File: src/rtl/store_narrow_serializer_if.sv
// Store request / memory write-beat bundle for store_narrow_serializer.
// The slave modport is the serializer; the master modport is its environment.
interface store_narrow_serializer_if #(
    parameter int DATA_WIDTH = 64,
    parameter int BUS_WIDTH  = 16
);
    logic                   in_valid;
    logic                   in_ready;
    logic [DATA_WIDTH-1:0]  in_data;
    logic [1:0]             in_size;
    logic                   in_signed;
    logic                   out_valid;
    logic                   out_ready;
    logic [BUS_WIDTH-1:0]   out_data;
    logic [BUS_WIDTH/8-1:0] out_be;
    logic                   out_last;
    logic                   out_ovf;

    modport master (
        output in_valid, in_data, in_size, in_signed, out_ready,
        input  in_ready, out_valid, out_data, out_be, out_last, out_ovf
    );

    modport slave (
        input  in_valid, in_data, in_size, in_signed, out_ready,
        output in_ready, out_valid, out_data, out_be, out_last, out_ovf
    );
endinterface

File: src/rtl/store_narrow_serializer.sv
// Truncates a register value to the store size, flags lossy truncation,
// and streams the result little-endian over a narrower write bus.
module store_narrow_serializer #(
    parameter int DATA_WIDTH = 64,
    parameter int BUS_WIDTH  = 16
) (
    input logic                     clk,
    input logic                     reset,
    store_narrow_serializer_if.slave bus
);
    localparam int BEW = BUS_WIDTH / 8;

    typedef enum logic {
        IDLE,
        SEND
    } state_t;

    state_t                state;
    logic [DATA_WIDTH-1:0] data_q;
    logic [3:0]            cnt_q;
    logic [BEW-1:0]        be_q;
    logic                  valid_q;
    logic                  last_q;
    logic                  ovf_q;

    logic [6:0]            nbits;
    logic [3:0]            nbytes;
    logic [DATA_WIDTH-1:0] mask;
    logic [DATA_WIDTH-1:0] trunc;
    logic [DATA_WIDTH-1:0] sext;
    logic                  sign;
    logic                  ovf_c;
    logic [3:0]            beats_c;
    logic [BEW-1:0]        be_c;

    // Size decode, truncation and overflow of the request on the input side.
    always_comb begin
        nbits   = 7'd8 << bus.in_size;
        nbytes  = 4'd1 << bus.in_size;
        mask    = (64'd1 << nbits) - 64'd1;
        if (bus.in_size == 2'b11)
            mask = '1;
        trunc   = bus.in_data & mask;
        sign    = |(bus.in_data & (mask ^ (mask >> 1)));
        sext    = trunc | (sign ? ~mask : '0);
        ovf_c   = bus.in_signed ? (bus.in_data != sext)
                                : ((bus.in_data & ~mask) != '0);
        beats_c = 4'd1;
        if (nbytes > 4'(BEW))
            beats_c = nbytes / 4'(BEW);
        be_c = '1;
        if (int'(nbits) < BUS_WIDTH)
            be_c = BEW'((16'd1 << nbytes) - 16'd1);
    end

    // Accept one request in IDLE, then walk its beats out in SEND.
    always_ff @(posedge clk) begin
        if (reset) begin
            state   <= IDLE;
            data_q  <= '0;
            cnt_q   <= '0;
            be_q    <= '0;
            valid_q <= 1'b0;
            last_q  <= 1'b0;
            ovf_q   <= 1'b0;
        end else begin
            unique case (state)
                IDLE: begin
                    if (bus.in_valid) begin
                        data_q  <= trunc;
                        cnt_q   <= beats_c;
                        be_q    <= be_c;
                        ovf_q   <= ovf_c;
                        valid_q <= 1'b1;
                        last_q  <= (beats_c == 4'd1);
                        state   <= SEND;
                    end
                end
                SEND: begin
                    if (bus.out_ready) begin
                        if (last_q) begin
                            data_q  <= '0;
                            cnt_q   <= '0;
                            be_q    <= '0;
                            ovf_q   <= 1'b0;
                            valid_q <= 1'b0;
                            last_q  <= 1'b0;
                            state   <= IDLE;
                        end else begin
                            data_q <= data_q >> BUS_WIDTH;
                            cnt_q  <= cnt_q - 4'd1;
                            last_q <= (cnt_q == 4'd2);
                        end
                    end
                end
                default: state <= IDLE;
            endcase
        end
    end

    assign bus.in_ready  = (state == IDLE) && !reset;
    assign bus.out_valid = valid_q;
    assign bus.out_data  = data_q[BUS_WIDTH-1:0];
    assign bus.out_be    = be_q;
    assign bus.out_last  = last_q;
    assign bus.out_ovf   = ovf_q;
endmodule

File: src/flat_wrapper.sv
// flat-port wrapper written by rule: the top's interface ports become plain ports
module store_narrow_serializer_flat 
#(
    parameter int DATA_WIDTH = 64,
    parameter int BUS_WIDTH  = 16
)
  (clk, reset, bus_in_valid, bus_in_data, bus_in_size, bus_in_signed, bus_out_ready, bus_in_ready, bus_out_valid, bus_out_data, bus_out_be, bus_out_last, bus_out_ovf);
  store_narrow_serializer_if #(.DATA_WIDTH(DATA_WIDTH), .BUS_WIDTH(BUS_WIDTH)) bus_i ();
  input logic clk;
  input logic reset;
  input wire logic [$bits(bus_i.in_valid)-1:0] bus_in_valid;
  input wire logic [$bits(bus_i.in_data)-1:0] bus_in_data;
  input wire logic [$bits(bus_i.in_size)-1:0] bus_in_size;
  input wire logic [$bits(bus_i.in_signed)-1:0] bus_in_signed;
  input wire logic [$bits(bus_i.out_ready)-1:0] bus_out_ready;
  output wire logic [$bits(bus_i.in_ready)-1:0] bus_in_ready;
  output wire logic [$bits(bus_i.out_valid)-1:0] bus_out_valid;
  output wire logic [$bits(bus_i.out_data)-1:0] bus_out_data;
  output wire logic [$bits(bus_i.out_be)-1:0] bus_out_be;
  output wire logic [$bits(bus_i.out_last)-1:0] bus_out_last;
  output wire logic [$bits(bus_i.out_ovf)-1:0] bus_out_ovf;
  assign bus_i.in_valid = bus_in_valid;
  assign bus_i.in_data = bus_in_data;
  assign bus_i.in_size = bus_in_size;
  assign bus_i.in_signed = bus_in_signed;
  assign bus_i.out_ready = bus_out_ready;
  assign bus_in_ready = bus_i.in_ready;
  assign bus_out_valid = bus_i.out_valid;
  assign bus_out_data = bus_i.out_data;
  assign bus_out_be = bus_i.out_be;
  assign bus_out_last = bus_i.out_last;
  assign bus_out_ovf = bus_i.out_ovf;
  store_narrow_serializer #(.DATA_WIDTH(DATA_WIDTH), .BUS_WIDTH(BUS_WIDTH)) u_core (.clk(clk), .reset(reset), .bus(bus_i));
endmodule
File: config.mk
export PLATFORM = sky130hd
export DESIGN_NAME = store_narrow_serializer_flat
export DESIGN_NICKNAME = d
export VERILOG_FILES = /design/src/rtl/store_narrow_serializer_if.sv /design/src/rtl/store_narrow_serializer.sv /design/src/flat_wrapper.sv
export SDC_FILE = /design/constraint.sdc
export NUM_CORES = 1
export LEC_CHECK = 0
export ABC_AREA = 1
export CORE_MARGIN = 4
export CORE_UTILIZATION = 47
export CTS_BUF_LIST = sky130_fd_sc_hd__clkbuf_16
export DETAILED_ROUTE_END_ITERATION = 6
export PLACE_DENSITY = 0.83
export SYNTH_ARGS = -nofsm -noshare
export SYNTH_HDL_FRONTEND = slang
export SYNTH_SLANG_ARGS = --single-unit
File: constraint.sdc
create_clock -name clk -period 2.44 [get_ports clk]
set_input_delay 0.488 -clock clk [delete_from_list [all_inputs] [get_ports clk]]
set_output_delay 0.488 -clock clk [all_outputs]
set_load 0.005 [all_outputs]
==> results by group, run 1 <==
STA
  • Relative slew slack: 0.7097
  • Final Setup Violations: 0
  • Final-report hold violation count: 0
  • Fin crit period: 2.145 ns
  • Final period utilization: 0.8789
  • Worst Tran Pin Value: 0.4354 ns
  • Final Max Slew Viols: 0
  • Worst hold slack: 0.4648 ns
  • Clk_skew: 0.004331 ns
  • Final setup margin: 0.2955 ns
  • Max Freq: 466.3 MHz
  • Final TNS setup: 0 ns
  • RSZ-0062 raised after global routing: false

Synth
  • Main area contributors after synthesis: dfxtp_1 (39%), nand2_1 (15%), nand3_1 (6.8%)
  • Register area share after synthesis: 0.3891
  • Yosys reg bits: 74
  • Mapped Area: 3807 um2
  • Synth top area share: 0.3891
  • Syn Nets: 633
  • Synth area leader: dfxtp_1
  • Ys Warns: 0
  • Synth unique cells: 28
  • Mapped Cells: 559
  • Syn Area/Cell: 6.811 um2

Finish
  • Finished Layout Cells: 735
  • Most frequent cells in the layout: nand2_1 (153), clkdlybuf4s50_1 (92), dfxtp_1 (74)
  • Util after Layout: 0.6405
  • Layout fillers: 694
  • Area growth from synthesis to layout: 31.35%
  • Cell area after layout: 5001 um2
  • # diodes: 0
  • Fin nets: 702
  • Commonest non-fill, non-tap cell in the layout: nand2_1
  • Share of cells above drive strength 1: 0.06003

Floorplanning
  • IO Count: 93
  • Die width: 98.01 um
  • Placement row count: 32
  • Core box area: 7807 um2
  • Die Y: 98.01 um
  • Initial Util: 0.4877
  • Die footprint: 9605 um2

Power and ir drop
  • Sequential power share: 0.403
  • Clock power frac: 0.410
  • Switching power share of the total: 0.2603
  • Internal Power: 2.466 mW
  • Leak: 1.805 nW
  • Peak VDD IR: 0.0003938 V
  • Switching pwr: 0.8677 mW
  • Combinational share of power: 0.187
  • PD cells: 666.5 nW/um2
  • Total power draw: 3.333 mW

Global route
  • Largest net degree at the start of global routing: 44
  • Vias in the first global route: 3711
  • GRT Util Overall: 0.2157
  • Grt met3 use: 0.03929
  • Total grt overflow: 0
  • Initial antenna violation count: 0
  • First-pass GRT wire length: 17260 um
  • Met1 usage: 0.2865
  • Grt peak-use layer: met2
  • Met2 usage: 0.3450

Route
  • Drt wl/cell: 14.87 um
  • Vias/cell: 5.608
  • 1st-pass router iterations: 5
  • Via count: 4122
  • 1st-iter DRT viols: 249
  • Routed wire length: 10930 um
  • Remaining DRCs: 0
  • Routed Antenna Nets: 0

Critical path
  • Setup crit start kind: input pin
  • Crit path top cell by count: nand2_1
  • Crit-path cells: clkdlybuf4s50_1 > nand2_1 > inv_1 > ha_1 > inv_1 > o21ai_1 > nand2_1 > nand2_1 > nand2_1 > inv_1 > nand2_1 > nand2_1 > nand2_1 > nand2_1 > a21oi_1
  • WS Path Type: in2reg
  • Delay-heaviest family, CP: simple AND/OR/NAND/NOR gates
  • WP data required: 2.64 ns
  • Crit path largest cell delay: 0.42 ns
  • Crit. End Element: flip-flop
  • Slowest CP cell: clkdlybuf4s50_1
  • Worst path bufs/invs: 4
  • Worst-path fanout max: 5
  • Worst Path Arrival: 2.34 ns

Status
  • Outcome: finished, final reports clean

Clocking
  • CTS tree: yes
  • CTS Buf Count: 9
  • Post-CTS Setup Inserts: 0
  • Clk Latency, worst-skew pair: 0.33 ns
  • H-tree levels: 3
  • CTS resizes: 0
  • Clock transition at the registers of the reported paths: 0.06 ns
  • Root Buffer: clkbuf_16
  • Clock buffer depth: 2
  • Clock Sinks: 74
  • Post-CTS Hold Buffers: 0

Run
  • Max Cap Viol: 0

Place
  • Placed instance area: 4691 um2
  • Dpl hpwl: 7805 um
  • Number of port buffers: 92
  • DP Worst Slack: -0.01709 ns
  • Gpl congestion: 0.9025
  • Placed insts: 719

Worst hold path
  • HP Class: reg2reg
## kinds of logic after synthesis
kind of cell	synth area share
simple gates	0.3211
fa+ha+maj	0.009860
xor+xnor	0.002301
flops	0.3891
buf+inv	0.09464
compound gates	0.1830
## sequential cells by signal (all words and copies together) (netlist names)
name / flops
u_core.bus.out_be: 2
u_core.bus.out_ovf: 1
u_core.cnt_q: 4
u_core.bus.out_last: 1
u_core.bus.out_valid: 1
u_core.data_q: 64
u_core.state: 1
## final cells by class
type | instances | area [um2] | share of cell area
inverter | 22 | 82.58 | 0.01651
multi-input combinational | 414 | 1966 | 0.3930
sequential | 74 | 1481 | 0.2962
clock inverter | 7 | 85.08 | 0.01701
timing repair buffer | 107 | 1033 | 0.2067
clock buffer | 9 | 225.2 | 0.04503
tap | 102 | 127.6 | 0.02552
## layer usage
layer,wire (um),up-vias
li1,-,2029
met1,4754,1890
met2,5046,176
met3,855,27
met4,272,0
met5,0,-
## cell usage after synthesis
cell type and number:
o22ai_1 1, o21ai_1 1, xor2_1 1, nor2_2 2, inv_1 16, dfxtp_1 74, a221oi_1 2, a21oi_1 32
inv_2 4, clkbuf_1 20, a31oi_1 40, ha_1 3, nand3_1 52, nand2_2 1, buf_6 2, clkinv_1 2
nand4_1 11, buf_2 9, nor2_1 67, nand2_1 153, a211oi_1 3, nor3_4 1, a32oi_1 8, o21ai_0 33
nand3b_1 1, buf_4 18, nor3_1 1, nor2_8 1
## path summary, 6_finish.rpt
kind                                                     start                         endpoint  slack, ns  depth (start not counted)
worst max-delay path                            bus_in_size[0]  u_core.bus.out_ovf$_SDFFE_PP0P_       0.30                         15
worst min-delay path            u_core.data_q[48]$_SDFFE_PP0P_   u_core.data_q[48]$_SDFFE_PP0P_       0.46                          2
worst max register to register         u_core.state$_SDFF_PP0_   u_core.data_q[10]$_SDFFE_PP0P_       0.61                          8
worst min register to register  u_core.data_q[48]$_SDFFE_PP0P_   u_core.data_q[48]$_SDFFE_PP0P_       0.46                          2
## power groups by stage
stage                     Sequential (mW)  Combinational (mW)  Clock (mW)
after floorplan                      1.35               0.360           0
after global placement               1.36               0.594           0
after detailed placement             1.36               0.611           0
after CTS                            1.34               0.620        1.38
after global routing                 1.35               0.682        1.42
final                                1.34               0.623        1.37
## tightest hold or removal path: cells and delay by family (launching register included)
| family | cells | cell delay, ns |
|---|---|---|
| DFF | 1 | 0.31 |
| and+or+nand+nor | 1 | 0.06 |
| AOI/OAI and AO/OA | 1 | 0.05 |
No activity file was read; power rests on OpenSTA's default activity.
==> run 2, diff against run 1 <==
--- a/config.mk
+++ b/config.mk
@@ -6,11 +6,14 @@
 export NUM_CORES = 1
 export LEC_CHECK = 0
 export ABC_AREA = 1
+export CELL_PAD_IN_SITES_DETAIL_PLACEMENT = 0
+export CELL_PAD_IN_SITES_GLOBAL_PLACEMENT = 1
 export CORE_MARGIN = 4
-export CORE_UTILIZATION = 47
+export CORE_UTILIZATION = 35
 export CTS_BUF_LIST = sky130_fd_sc_hd__clkbuf_16
 export DETAILED_ROUTE_END_ITERATION = 6
-export PLACE_DENSITY = 0.83
+export HOLD_SLACK_MARGIN = 0.03
+export PLACE_DENSITY = 0.87
 export SYNTH_ARGS = -nofsm -noshare
 export SYNTH_HDL_FRONTEND = slang
 export SYNTH_SLANG_ARGS = --single-unit
==> run 2 against run 1 <==
Effect of this change:
- sequential power barely moved
- cell count rose by 4.5%
- sequential share of layout area decreased by 0.53 points
- hold slack better by 0.00094 ns
- worst setup slack got worse by 0.018 ns
- clock skew increased by 0.00079 ns
- critical path depth fell by 12
- largest power group unchanged
- highest routed layer unchanged
==> results by group, run 2 (same netlist as run 1, synthesis figures left out) <==
Status
  • Outcome: finished, final reports clean

Critical path
  • Worst Path Arrival: 1.67 ns (-0.67 ns)
  • R2R Setup Slk: 0.71 ns (+0.10 ns)
  • Levels on crit path: 3 (-12)
  • Crit. End Element: output port
  • Crit path from: reset
  • WP data required: 1.95 ns (-0.69 ns)
  • WS Path Type: in2out
  • R2R depth: 7 (-1)
  • Crit path largest cell delay: 0.54 ns (+0.12 ns)
  • RR Endpoint: u_core.data_q[42]$_SDFFE_PP0P_
  • Slowest CP cell: clkdlybuf4s50_1
  • Setup crit start kind: input pin
  • Critical R2R Launch: u_core.state$_SDFF_PP0_
  • Worst path bufs/invs: 2 (-2)
  • Worst-path fanout max: 2 (-3)
  • Crit path top cell by count: clkdlybuf4s50_1
  • Crit-path cells: clkdlybuf4s50_1 > nor2_1 > clkdlybuf4s50_1
  • Delay-heaviest family, CP: buffers and inverters
  • CP endpoint: bus_in_ready

Clocking
  • H-tree levels: 3 (unchanged)
  • Post-CTS Setup Inserts: 0 (unchanged)
  • Clock buffer depth: 2 (unchanged)
  • CTS tree: yes
  • Clk Latency, worst-skew pair: 0.33 ns (about the same)
  • Clock transition at the registers of the reported paths: 0.06 ns (about the same)
  • Clock Sinks: 74 (unchanged)
  • CTS Buf Count: 9 (unchanged)
  • Post-CTS Hold Buffers: 0 (unchanged)
  • CTS resizes: 0 (unchanged)
  • Root Buffer: clkbuf_16

Power and ir drop
  • Sequential power share: 0.386 (-0.017)
  • Switching power share of the total: 0.2558 (-0.004491)
  • Clock power frac: 0.434 (+0.024)
  • Switching pwr: 0.8886 mW (+2.4%)
  • Peak VDD IR: 0.0002924 V (-26%)
  • Combinational share of power: 0.180 (-0.007)
  • Leak: 1.821 nW (+0.88%)
  • PD cells: 682.1 nW/um2 (+2.3%)
  • Internal Power: 2.585 mW (+4.8%)

STA
  • Final-report hold violation count: 0 (unchanged)
  • Worst hold slack: 0.4657 ns (+0.0009440 ns)
  • Final period utilization: 0.8864 (+0.007491)
  • Clk_skew: 0.005125 ns (+0.0007935 ns)
  • Final TNS setup: 0 ns (unchanged)
  • RSZ-0062 raised after global routing: false
  • Final Setup Violations: 0 (unchanged)
  • Fin crit period: 2.163 ns (+0.01828 ns)
  • Worst Tran Pin Value: 0.4518 ns (+0.01637 ns)
  • Max Freq: 462.4 MHz (-0.85%)
  • Relative slew slack: 0.6988 (-0.01091)
  • Final Max Slew Viols: 0 (unchanged)

Finish
  • Cell area after layout: 5092 um2 (+1.8%)
  • Fin nets: 701 (-0.14%)
  • Most frequent cells in the layout: nand2_1 (153), clkdlybuf4s50_1 (92), dfxtp_1 (74)
  • Share of cells above drive strength 1: 0.06013 (+0.00009499)
  • Commonest non-fill, non-tap cell in the layout: nand2_1
  • # diodes: 0 (unchanged)
  • Max FFs per register: 64 (unchanged)
  • Layout fillers: 1099 (+58%)
  • Area growth from synthesis to layout: 33.75%
  • Reg with most FFs: u_core.data_q

Route
  • Vias/cell: 5.133 (-8.5%)
  • Routed Antenna Nets: 0 (unchanged)
  • Met2 WL: 4782 um (-5.2%)
  • DR WL met3: 780 um (-8.8%)
  • Via count: 3942 (-4.4%)
  • Metal-1 WL: 5500 um (+16%)
  • 1st-pass router iterations: 6 (+1)
  • Drt wl/cell: 14.59 um (-1.9%)
  • Routed wire length: 11200 um (+2.5%)
  • Remaining DRCs: 0 (unchanged)
  • 1st-iter DRT viols: 287 (+15%)
  • Highest routed layer: met4

Floorplanning
  • IO Count: 93 (unchanged)
  • Die width: 112.3 um (+15%)
  • Die Y: 112.3 um (+15%)
  • Core box area: 10460 um2 (+34%)
  • Placement row count: 37 (+16%)
  • Initial Util: 0.3639 (-0.1238)
  • Die footprint: 12610 um2 (+31%)

Run
  • Max Cap Viol: 0 (unchanged)

Worst hold path
  • HP Class: reg2reg

Global route
  • GRT Util Overall: 0.1788 (-0.03684)
  • Total grt overflow: 0 (unchanged)
  • Initial antenna violation count: 0 (unchanged)
  • Largest net degree at the start of global routing: 63 (+43%)
  • First-pass GRT wire length: 18600 um (+7.8%)
  • Vias in the first global route: 3757 (+1.2%)

Place
  • Dpl hpwl: 8266 um (+5.9%)
  • Gpl congestion: 0.8309 (-7.9%)
  • Number of port buffers: 92 (unchanged)
  • Placed instance area: 4751 um2 (+1.3%)
run 2: changes by cell type in the layout (fill, tap and decap cells not counted):
cell / previous run / this run
buf_4: 15 / 12
buf_12: 0 / 2
bufinv_16: 2 / 3
clkinv_2: 2 / 1
clkinv_4: 0 / 1
clkinvlp_4: 1 / 0
inv_1: 17 / 16
inv_6: 0 / 1
run 2: worst min-delay path by stage:
stage | slack (ns) | depth (start not counted) | start | endpoint
2_1_floorplan | 0.44 | 2 | u_core.data_q[63]$_SDFFE_PP0P_ | u_core.data_q[63]$_SDFFE_PP0P_
3_3_place_gp | 0.45 | 2 | u_core.data_q[63]$_SDFFE_PP0P_ | u_core.data_q[63]$_SDFFE_PP0P_
3_5_place_dp | 0.46 | 2 | u_core.data_q[63]$_SDFFE_PP0P_ | u_core.data_q[63]$_SDFFE_PP0P_
4_1_cts | 0.47 | 2 | u_core.data_q[53]$_SDFFE_PP0P_ | u_core.data_q[53]$_SDFFE_PP0P_
5_1_grt | 0.48 | 2 | u_core.data_q[53]$_SDFFE_PP0P_ | u_core.data_q[53]$_SDFFE_PP0P_
6_report | 0.47 | 2 | u_core.data_q[53]$_SDFFE_PP0P_ | u_core.data_q[53]$_SDFFE_PP0P_
run 2: cell type report:
class	count	area (um2)	area share
repair buffers	106	1051	0.2064
inverters	22	82.58	0.01622
well taps	136	170.2	0.03342
multi-input cells	414	1966	0.3860
clock buffers	9	225.2	0.04423
flip-flops and latches	74	1481	0.2909
clock inverters	7	116.4	0.02285
run 2: routing by layer:
metal	global-route usage	vias up
met5	0	-
met4	0.04647	0
met3	0.04474	14
met2	0.2658	149
met1	0.2585	1752
li1	-	2027
run 2: worst register-to-register path, cell delays in order (launching register included):
cell and delay, ns:
dfxtp_1 0.46, inv_2 0.09, nand2_2 0.15, inv_2 0.10, nor2_8 0.20, buf_4 0.35
nand2_1 0.11, a31oi_1 0.19
run 2: power groups by stage:
| stage | clock [mW] | combinational, mW | sequential (mW) |
|---|---|---|---|
| after detailed placement | 0 | 0.623 | 1.36 |
| after CTS | 1.52 | 0.627 | 1.34 |
| after floorplan | 0 | 0.360 | 1.35 |
| final | 1.51 | 0.625 | 1.34 |
| after global routing | 1.58 | 0.696 | 1.35 |
| after global placement | 0 | 0.615 | 1.36 |
run 2: stage by stage:
step / setup WS, ns / power, mW / std cells / util
floorplan: 0.5289 / 1.711 / 559 / -
global placement: 0.1259 / 1.978 / 752 / 0.4541
detailed placement: 0.05304 / 1.987 / 752 / 0.4541
CTS: 0.2692 / 3.489 / 768 / 0.4867
global route: 0.2175 / 3.628 / 768 / 0.4867
finish: 0.2772 / 3.473 / 768 / 0.4867
